$ cat config.mk
export PLATFORM = sky130hd
export DESIGN_NAME = usr_ser_deframer
export DESIGN_NICKNAME = d
export VERILOG_FILES = /design/src/rtl/usr_ser_deframer.sv
export SDC_FILE = /design/constraint.sdc
export NUM_CORES = 1
export LEC_CHECK = 0
export BUFFER_PORTS_ARGS = -buffer_cell sky130_fd_sc_hd__buf_2
export CAP_MARGIN = 20
export CORE_MARGIN = 2
export CORE_UTILIZATION = 58
export DETAILED_ROUTE_END_ITERATION = 10
export PLACE_DENSITY = 0.82
export SYNTH_ARGS = -nofsm -noshare
export SYNTH_HDL_FRONTEND = slang
export SYNTH_SLANG_ARGS = --single-unit
$ cat constraint.sdc
create_clock -name clk -period 3.83 [get_ports clk]
set_clock_uncertainty 0.05 [all_clocks]
set_input_delay 0.766 -clock clk [delete_from_list [all_inputs] [get_ports clk]]
set_output_delay 0.766 -clock clk [all_outputs]
set_load 0.02 [all_outputs]
$ cat src/rtl/usr_ser_deframer.sv
// Serial-to-parallel deframer: assembles WIDTH-bit words from a strobed, framed
// bitstream and presents them on a one-entry valid/ready holding register.
module usr_ser_deframer #(
    parameter int WIDTH     = 16,
    parameter bit MSB_FIRST = 1'b0
) (
    input  logic             clk,
    input  logic             clr_n,
    input  logic             ser_in,
    input  logic             bit_en,
    input  logic             frame_start,
    output logic [WIDTH-1:0] out_data,
    output logic             out_valid,
    input  logic             out_ready,
    output logic             busy,
    output logic             overrun,
    output logic             frame_err,
    input  logic             err_clr
);

    localparam int CW = $clog2(WIDTH);

    typedef enum logic {S_IDLE, S_SHIFT} state_t;

    state_t           r_state;
    logic [CW-1:0]    r_cnt;
    logic [WIDTH-1:0] r_sreg;
    logic [WIDTH-1:0] r_data;
    logic             r_valid;
    logic             r_busy;
    logic             r_ovr;
    logic             r_ferr;

    state_t           w_state_nxt;
    logic [CW-1:0]    w_cnt_nxt;
    logic [WIDTH-1:0] w_sreg_nxt;
    logic [WIDTH-1:0] w_data_nxt;
    logic [WIDTH-1:0] w_shifted;
    logic             w_valid_nxt;
    logic             w_ovr_nxt;
    logic             w_ferr_nxt;
    logic             w_last;
    logic             w_done;
    logic             w_restart;
    logic             w_load;
    logic             w_drop;

    // Fill direction decides where the first received bit ends up after WIDTH shifts.
    generate
        if (MSB_FIRST) begin : g_msb
            assign w_shifted = {r_sreg[WIDTH-2:0], ser_in};
        end else begin : g_lsb
            assign w_shifted = {ser_in, r_sreg[WIDTH-1:1]};
        end
    endgenerate

    assign w_last = (r_cnt == CW'(WIDTH - 1));

    always_ff @(posedge clk or negedge clr_n) begin
        if (!clr_n) begin
            r_state <= S_IDLE;
            r_cnt   <= '0;
            r_sreg  <= '0;
            r_data  <= '0;
            r_valid <= 1'b0;
            r_busy  <= 1'b0;
            r_ovr   <= 1'b0;
            r_ferr  <= 1'b0;
        end else begin
            r_state <= w_state_nxt;
            r_cnt   <= w_cnt_nxt;
            r_sreg  <= w_sreg_nxt;
            r_data  <= w_data_nxt;
            r_valid <= w_valid_nxt;
            r_busy  <= (w_state_nxt == S_SHIFT);
            r_ovr   <= w_ovr_nxt;
            r_ferr  <= w_ferr_nxt;
        end
    end

    always_comb begin
        w_state_nxt = r_state;
        w_cnt_nxt   = r_cnt;
        w_sreg_nxt  = r_sreg;
        w_done      = 1'b0;
        w_restart   = 1'b0;
        case (r_state)
            S_IDLE: begin
                if (bit_en && frame_start) begin
                    w_sreg_nxt  = w_shifted;
                    w_cnt_nxt   = CW'(1);
                    w_state_nxt = S_SHIFT;
                end
            end
            S_SHIFT: begin
                if (bit_en) begin
                    w_sreg_nxt = w_shifted;
                    if (frame_start) begin
                        // Restart: the strobed bit becomes bit 0 of the new frame.
                        w_restart = 1'b1;
                        w_cnt_nxt = CW'(1);
                    end else if (w_last) begin
                        w_done      = 1'b1;
                        w_cnt_nxt   = '0;
                        w_state_nxt = S_IDLE;
                    end else begin
                        w_cnt_nxt = r_cnt + CW'(1);
                    end
                end
            end
            default: begin
                w_state_nxt = S_IDLE;
                w_cnt_nxt   = '0;
            end
        endcase
    end

    // Holding stage: a completion may refill on the same edge the old word is taken.
    always_comb begin
        w_load      = w_done & (~r_valid | out_ready);
        w_drop      = w_done & r_valid & ~out_ready;
        w_data_nxt  = w_load ? w_shifted : r_data;
        w_valid_nxt = w_load | (r_valid & ~out_ready);
        w_ovr_nxt   = w_drop | (r_ovr & ~err_clr);
        w_ferr_nxt  = w_restart | (r_ferr & ~err_clr);
    end

    assign out_data  = r_data;
    assign out_valid = r_valid;
    assign busy      = r_busy;
    assign overrun   = r_ovr;
    assign frame_err = r_ferr;

endmodule
# Word-level counts from Yosys, hierarchy flattened
# Index checks and enable logic that the tools add are counted.
dict set report op_classes {
  reduce_logical 2
  n_eq_ne 3
  add_sub_neg 1
  muxes 20
  n_bitwise 14
}
# op n
set ops {}
lappend ops {{$mux 16} 2}
lappend ops {{$pmux 16 s2} 1}
lappend ops {{$mux 4} 4}
lappend ops {{$mux 1} 11}
lappend ops {{$pmux 4 s2} 1}
lappend ops {{$and 1x1->1} 6}
lappend ops {{$add 4x1->4 const B} 1}
lappend ops {{$eq 4x4->1 const B} 1}
lappend ops {{$ne 2x2->1 const B} 2}
lappend ops {{$not 1->1} 4}
lappend ops {{$or 1x1->1} 4}
lappend ops {{$pmux 1 s2} 1}
lappend ops {{$reduce_and 2->1} 1}
lappend ops {{$logic_and 1x1->1} 1}
dict set report totals {
  out_inout_bits 20
  input_bits 7
  word_cells 47
  register_bits 40
}

# Logic depth before layout (Yosys ltp)
# Gate-level depths: netlist of run 1.
dict set report logic_depth {
  word_depth 8
  mapped_depth 6
  depth_no_buf 4
}

# Worst setup path before layout of run 1
# No wires, ideal clock.
dict set report synth_path {
  path_type {input -> register}
  startpoint {in frame_start}
  endpoint {reg r_data[10], in the netlist out_data[10]}
  arrival_ns 1.882
  stages 6
  setup_ns 0.125
  slack_ns 1.773
  cell_sequence {buf_4 and3b_1 and3_4 buf_6 buf_12 mux2_4}
}
dict set report synth_via {
  elab_chain_len 4
}
# item line_no
set synth_lines {}
lappend synth_lines {{from (decl)} 11} ;# input logic frame_start,
lappend synth_lines {{$mux 1} 98} ;# if (frame_start) begin
lappend synth_lines {{$mux 1} 96} ;# if (bit_en) begin
lappend synth_lines {{$mux 1} 87} ;# case (r_state)
lappend synth_lines {{$and 1x1->1} 120} ;# w_load = w_done & (~r_valid | out_ready);
lappend synth_lines {{to (signal assigned)} 73} ;# r_data <= w_data_nxt;
lappend synth_lines {{to (decl)} 28} ;# logic [WIDTH-1:0] r_data;
# No other way between the ends.
# A chain may end at the register's enable or synchronous reset.

# Final worst setup path of run 1
dict set report layout_path {
  startpoint {reg r_cnt[0]}
  endpoint {reg r_data[0], in the netlist out_data[0]}
}
dict set report layout_via {
  elab_chain_len 6
}
# item line_no
set layout_lines {}
lappend layout_lines {{from (decl)} 26} ;# logic [CW-1:0] r_cnt;
lappend layout_lines {{from (signal assigned)} 71} ;# r_cnt <= w_cnt_nxt;
lappend layout_lines {{$eq 4x4->1} 57} ;# assign w_last = (r_cnt == CW'(WIDTH - 1));
lappend layout_lines {{$mux 1} 102} ;# end else if (w_last) begin
lappend layout_lines {{$mux 1} 98}
lappend layout_lines {{$mux 1} 96}
lappend layout_lines {{$mux 1} 87}
lappend layout_lines {{$and 1x1->1} 120}
# No other way between the ends.

==> results.tsv, run 1 <==
metric	value	unit
gp_congestion	0.853	
yosysWarnings	0	
pin_count	27	
post-route-drc-count	0	
grt_max_degree	40	
r2r_start	r_cnt[0]	
slew_headroom	44.0	%
cts_inserted_buffers	5	
area_growth	10.5	%
initial_utilization	59.8	%
post-route-period-util	49.1	%
reg2reg_to	out_data[0]	
cp-end-kind	flop	
clk_latency	340	ps
synth_flop_cell	dfrtp_1	
cap_viol_max_count	0	
clock_sinks	39	
finalCriticalPeriod	1880	ps
worstMarginPinSlew	841	ps
ir_worst_vdd	0.386	mV
root_buffer	clkbuf_4	
r2r_setup_slack	1950	ps
synth_fp_nets	117	
die_w	56.9	µm
grt_pass1_vias	962	
synth_area	1620	µm²
critPathCapture	out_data[0]	
grtUsageTotal	18.4	%
synth_seq_cells	39	
final_core_util	66.1	%
setup_viol	0	
die_h	56.9	µm
antenna_found_initial	0	
cts_hold_buffers	0	
final_nets	145	
hold_viol	0	
grt_overflow	0	
fp-row-count	19	
synth_top_area_cell	dfrtp_1	
clk_pin_slew_worst_paths	110	ps
start_kind	flop	
synthTopCellsByArea	dfrtp_1 (60%), mux2_2 (15%), mux2_4 (9.3%)	
post-synth-top-count-cell	dfrtp_1	
fmax	532	MHz
hold_class	primary input to async pin	
power_leakage	0.924	nW
clockBufferDepth	2	
status	finished clean	
wl	2540	µm
fin_setup_tns	0	ps
antenna_left	0	
critPathKind	flop to flop	
arrival	2070	ps
drv_slew	0	
syn_inst	109	
cp.required	4010	ps
port_buffers	26	
dr.pass1.iters	4	
cp-startpoint	r_cnt[0]	
post_cts_buffers	0	
path_max_fanout	16	
vias_per_cell	5.59	
wire_per_inst	15.1	µm
n_antenna_cell	0	
synth_seq_area_share	60.2	%
syn_area_per_cell	14.9	µm²
hpwlAfterDp	1710	µm
dr_total_vias	939	
p_per_area	499	nW/µm²
ys_top_cells_by_count	dfrtp_1 (39), mux2_2 (21), mux2_4 (10)	
worst-r2r-cell-count	4	
coreArea	2710	µm²
rsz0062_at_grt	no	
drtIter0Drc	11	
netlist.area_leader.share	60.2	%
drive_gt1_share	48.2	%
postCtsResizedCells	0	
cts_tree	built	
synth_cell_type_count	24	
async_reset_ff_share	100	%
grt_first_pass_wirelength	4390	µm
synth_edf_count	0	
htreeDepth	2	
dieArea	3230	µm²
sequential cells by signal (all words and copies together), names as in the netlist:
signal and count:
r_cnt 4, out_valid 1, r_sreg 15, out_data 16, overrun 1, frame_err 1
busy 1
cells in the final DEF (no fill, tap or decap), drive strengths merged, types with 2 or more instances in the layout:
master / instances
clkbuf: 6
buf: 27
a22oi: 2
and3: 3
inv: 4
o21ai: 6
mux2: 31
nand2: 6
dfrtp: 39
a21oi: 3
worst min-delay path by stage:
stage | start | to | slack, ps | depth (start not counted)
2_1_floorplan | clr_n | busy | 420 | 0
3_3_place_gp | r_sreg[1] | out_data[0] | 430 | 1
3_5_place_dp | out_data[10] | out_data[10] | 440 | 1
4_1_cts | out_data[1] | out_data[1] | 470 | 1
5_1_grt | out_data[1] | out_data[1] | 490 | 1
6_report | clr_n | out_data[0] | 460 | 1
per-layer routing:
layer | up-vias | track usage (%) | part of all wire, %
met4 | 0 | 7.64 | 1.7
met3 | 6 | 8.06 | 5.2
met2 | 23 | 28.9 | 49
li1 | 440 | - | -
met5 | - | 0 | 0
met1 | 470 | 22.0 | 44
critical path, stage by stage (launching register included):
cell and delay, ps:
dfrtp_1 440, ha_1 240, and3_1 260, and3_4 400, mux2_2 380
per-stage QoR:
| stage | instances | instance area (µm²) | total power [mW] | setup WS, ps | hold WS (ps) |
|---|---|---|---|---|---|
| after floorplan | 109 | 1620 | 0.648 | 1770 | 420 |
| after global routing | 168 | 1790 | 0.951 | 1870 | 485 |
| after detailed placement | 161 | 1740 | 0.697 | 1680 | 440 |
| final | 168 | 1790 | 0.895 | 1950 | 464 |
| after CTS | 168 | 1790 | 0.906 | 1940 | 467 |
| after global placement | 161 | 1740 | 0.683 | 1740 | 431 |
layout make-up:
type | instances | area [µm²]
Fill cell | 198 | 918
Clock buffer | 6 | 51.3
Sequential cell | 39 | 976
Clock inverter | 1 | 5.00
Inverter | 4 | 15.0
Timing Repair Buffer | 27 | 138
Multi-Input combinational cell | 60 | 568
Tap cell | 31 | 38.8
logic make-up (layout without fill, tap and decap cells):
group / Yosys count / count (layout) / share of synthesized area [%]
buffers and inverters: 10 / 38 / 4.78
adders and majority gates: 1 / 1 / 0.771
AOI/OAI and AO/OA: 15 / 15 / 5.71
muxes: 31 / 31 / 23.8
and+or+nand+nor: 13 / 13 / 4.71
DFF: 39 / 39 / 60.2
power breakdown:
| group | internal (mW) | total (mW) | switching (mW) |
|---|---|---|---|
| logic | 0.0800 | 0.135 | 0.0545 |
| registers | 0.493 | 0.552 | 0.0590 |
| clock network | 0.0851 | 0.209 | 0.123 |
| total | 0.658 | 0.895 | 0.237 |
No activity file was read; power rests on OpenSTA's default activity.
==> run 2: changes to the inputs <==
--- a/config.mk
+++ b/config.mk
@@ -8,9 +8,9 @@
 export BUFFER_PORTS_ARGS = -buffer_cell sky130_fd_sc_hd__buf_2
 export CAP_MARGIN = 20
 export CORE_MARGIN = 2
-export CORE_UTILIZATION = 58
+export CORE_UTILIZATION = 54
 export DETAILED_ROUTE_END_ITERATION = 10
-export PLACE_DENSITY = 0.82
+export PLACE_DENSITY = 0.77
 export SYNTH_ARGS = -nofsm -noshare
 export SYNTH_HDL_FRONTEND = slang
 export SYNTH_SLANG_ARGS = --single-unit
==> constraint.sdc (replaced) <==
create_clock -name clk -period 1.8 [get_ports clk]
set_clock_uncertainty 0.05 [all_clocks]
set_input_delay 0.36 -clock clk [delete_from_list [all_inputs] [get_ports clk]]
set_output_delay 0.36 -clock clk [all_outputs]
set_load 0.02 [all_outputs]
==> results.tsv, run 2 (synthesis results as in run 1) <==
metric	value	unit
status	complete, but fails checks	
violations	design-rule violations	
grt_max_degree	40	
grt_util_met1	22.3	%
dr_total_vias	964	
fin_setup_tns	0	ps
arrival	1860	ps
clock_sinks	39	
port_buffers	26	
p_per_area	1020	nW/µm²
pin_count	27	
n_antenna_cell	0	
pre_cts_slack	65.4	ps
cap_viol_max_count	0	
ir_worst_vdd	0.630	mV
wl	2630	µm
slew_headroom	68.3	%
grtUsageTotal	17.1	%
drv_slew	0	
root_buffer	clkbuf_4	
wire_per_inst	15.0	µm
met3_usage	6.81	%
hold-worst-slack	13.1	ps
hold_viol	0	
largest_register_ffs	16	
cts_inserted_buffers	5	
cts_hold_buffers	0	
vias_per_cell	5.51	
grt.busiest_layer	met2	
cts_tree	built	
setup_viol	0	
cp-end-kind	flop	
stdcell_area	1850	µm²
gp_congestion	0.782	
rsz0062_at_grt	no	
grt_pass1_vias	944	
use_met2	24.8	%
drtIter0Drc	34	
die_w	58.8	µm
dr.pass1.iters	7	
critPathKind	flop to flop	
drive_gt1_share	50.0	%
hold_class	primary input to async pin	
dieArea	3460	µm²
fmax	592	MHz
initial_utilization	57.8	%
post-route-drc-count	1	
die_h	58.8	µm
fp-row-count	19	
hpwlAfterDp	1780	µm
worstMarginPinSlew	475	ps
clockBufferDepth	2	
layout_commonest_cell	dfrtp_1	
antenna_found_initial	0	
grt_first_pass_wirelength	4200	µm
worst_slack	112	ps
path_max_fanout	7	
post-route-period-util	93.8	%
htreeDepth	2	
finalCriticalPeriod	1690	ps
start_kind	flop	
antenna_left	0	
power_leakage	0.956	nW
clk_latency	330	ps
final_nets	153	
area_growth	14.0	%
cp.required	1970	ps
coreArea	2810	µm²
p_total	1.88	mW
grt_overflow	0	
clk_pin_slew_worst_paths	100	ps
dpl-instance-area	1780	µm²
layout_common_cells	dfrtp_1 (39), buf_2 (26), mux2_2 (21)	
==> run 2: cell types whose count changed in the layout (fill, tap and decap cells not counted) <==
cell / before / now
buf_12: 0 / 1
clkinv_2: 1 / 0
buf_4: 1 / 8
clkbuf_8: 1 / 0
clkbuf_1: 0 / 1
==> run 2: critical path: stages, from the launching register on <==
cell,delay (ps)
dfrtp_1,370
ha_1,210
and3_1,240
and3_4,220
buf_4,190
mux2_4,310
==> run 2: stage by stage <==
| step | instances | util, % |
|---|---|---|
| global placement | 167 | 63.5 |
| global route | 175 | 65.9 |
| floorplan | 109 | - |
| CTS | 173 | 64.9 |
| detailed placement | 167 | 63.5 |
| finish | 175 | 65.9 |
==> run 2: timing repair <==
item | 4_1_cts | 5_1_grt
setup endpoints to repair | 0 | 6
resized for setup | 0 | 0
setup buffers | 0 | 2
==> run 2: path summary, 6_finish.rpt <==
check / cells past startpoint / endpoint / slack, ps / start
min in group clk: 2 / overrun / 170 / err_clr
worst max-delay path: 5 / out_data[6] / 110 / r_cnt[1]
max in group asynchronous: 2 / r_sreg[10] / 1360 / clr_n
worst max register to register: 5 / out_data[6] / 110 / r_cnt[1]
worst min register to register: 1 / out_data[1] / 460 / out_data[1]
worst min-delay path: 2 / out_data[14] / 10 / clr_n
==> run 2: final cells by class <==
cell class / instances / area, µm²
clock buffers: 6 / 41.3
fillers: 206 / 956
inverters: 4 / 15.0
multi-input cells: 60 / 568
flip-flops and latches: 39 / 976
well taps: 31 / 38.8
repair buffers: 35 / 210
==> run 2: metal layers <==
layer,routed length [µm],vias up
li1,-,458
met1,1240,464
met2,1180,36
met3,155,6
met4,55,0
met5,0,-
==> run 2: power breakdown <==
group | switching, mW | total (mW) | internal (mW) | leakage [nW]
logic | 0.129 | 0.315 | 0.186 | 0.431
registers | 0.128 | 1.18 | 1.05 | 0.501
clock network | 0.250 | 0.389 | 0.139 | 0.0242
total | 0.506 | 1.88 | 1.37 | 0.956
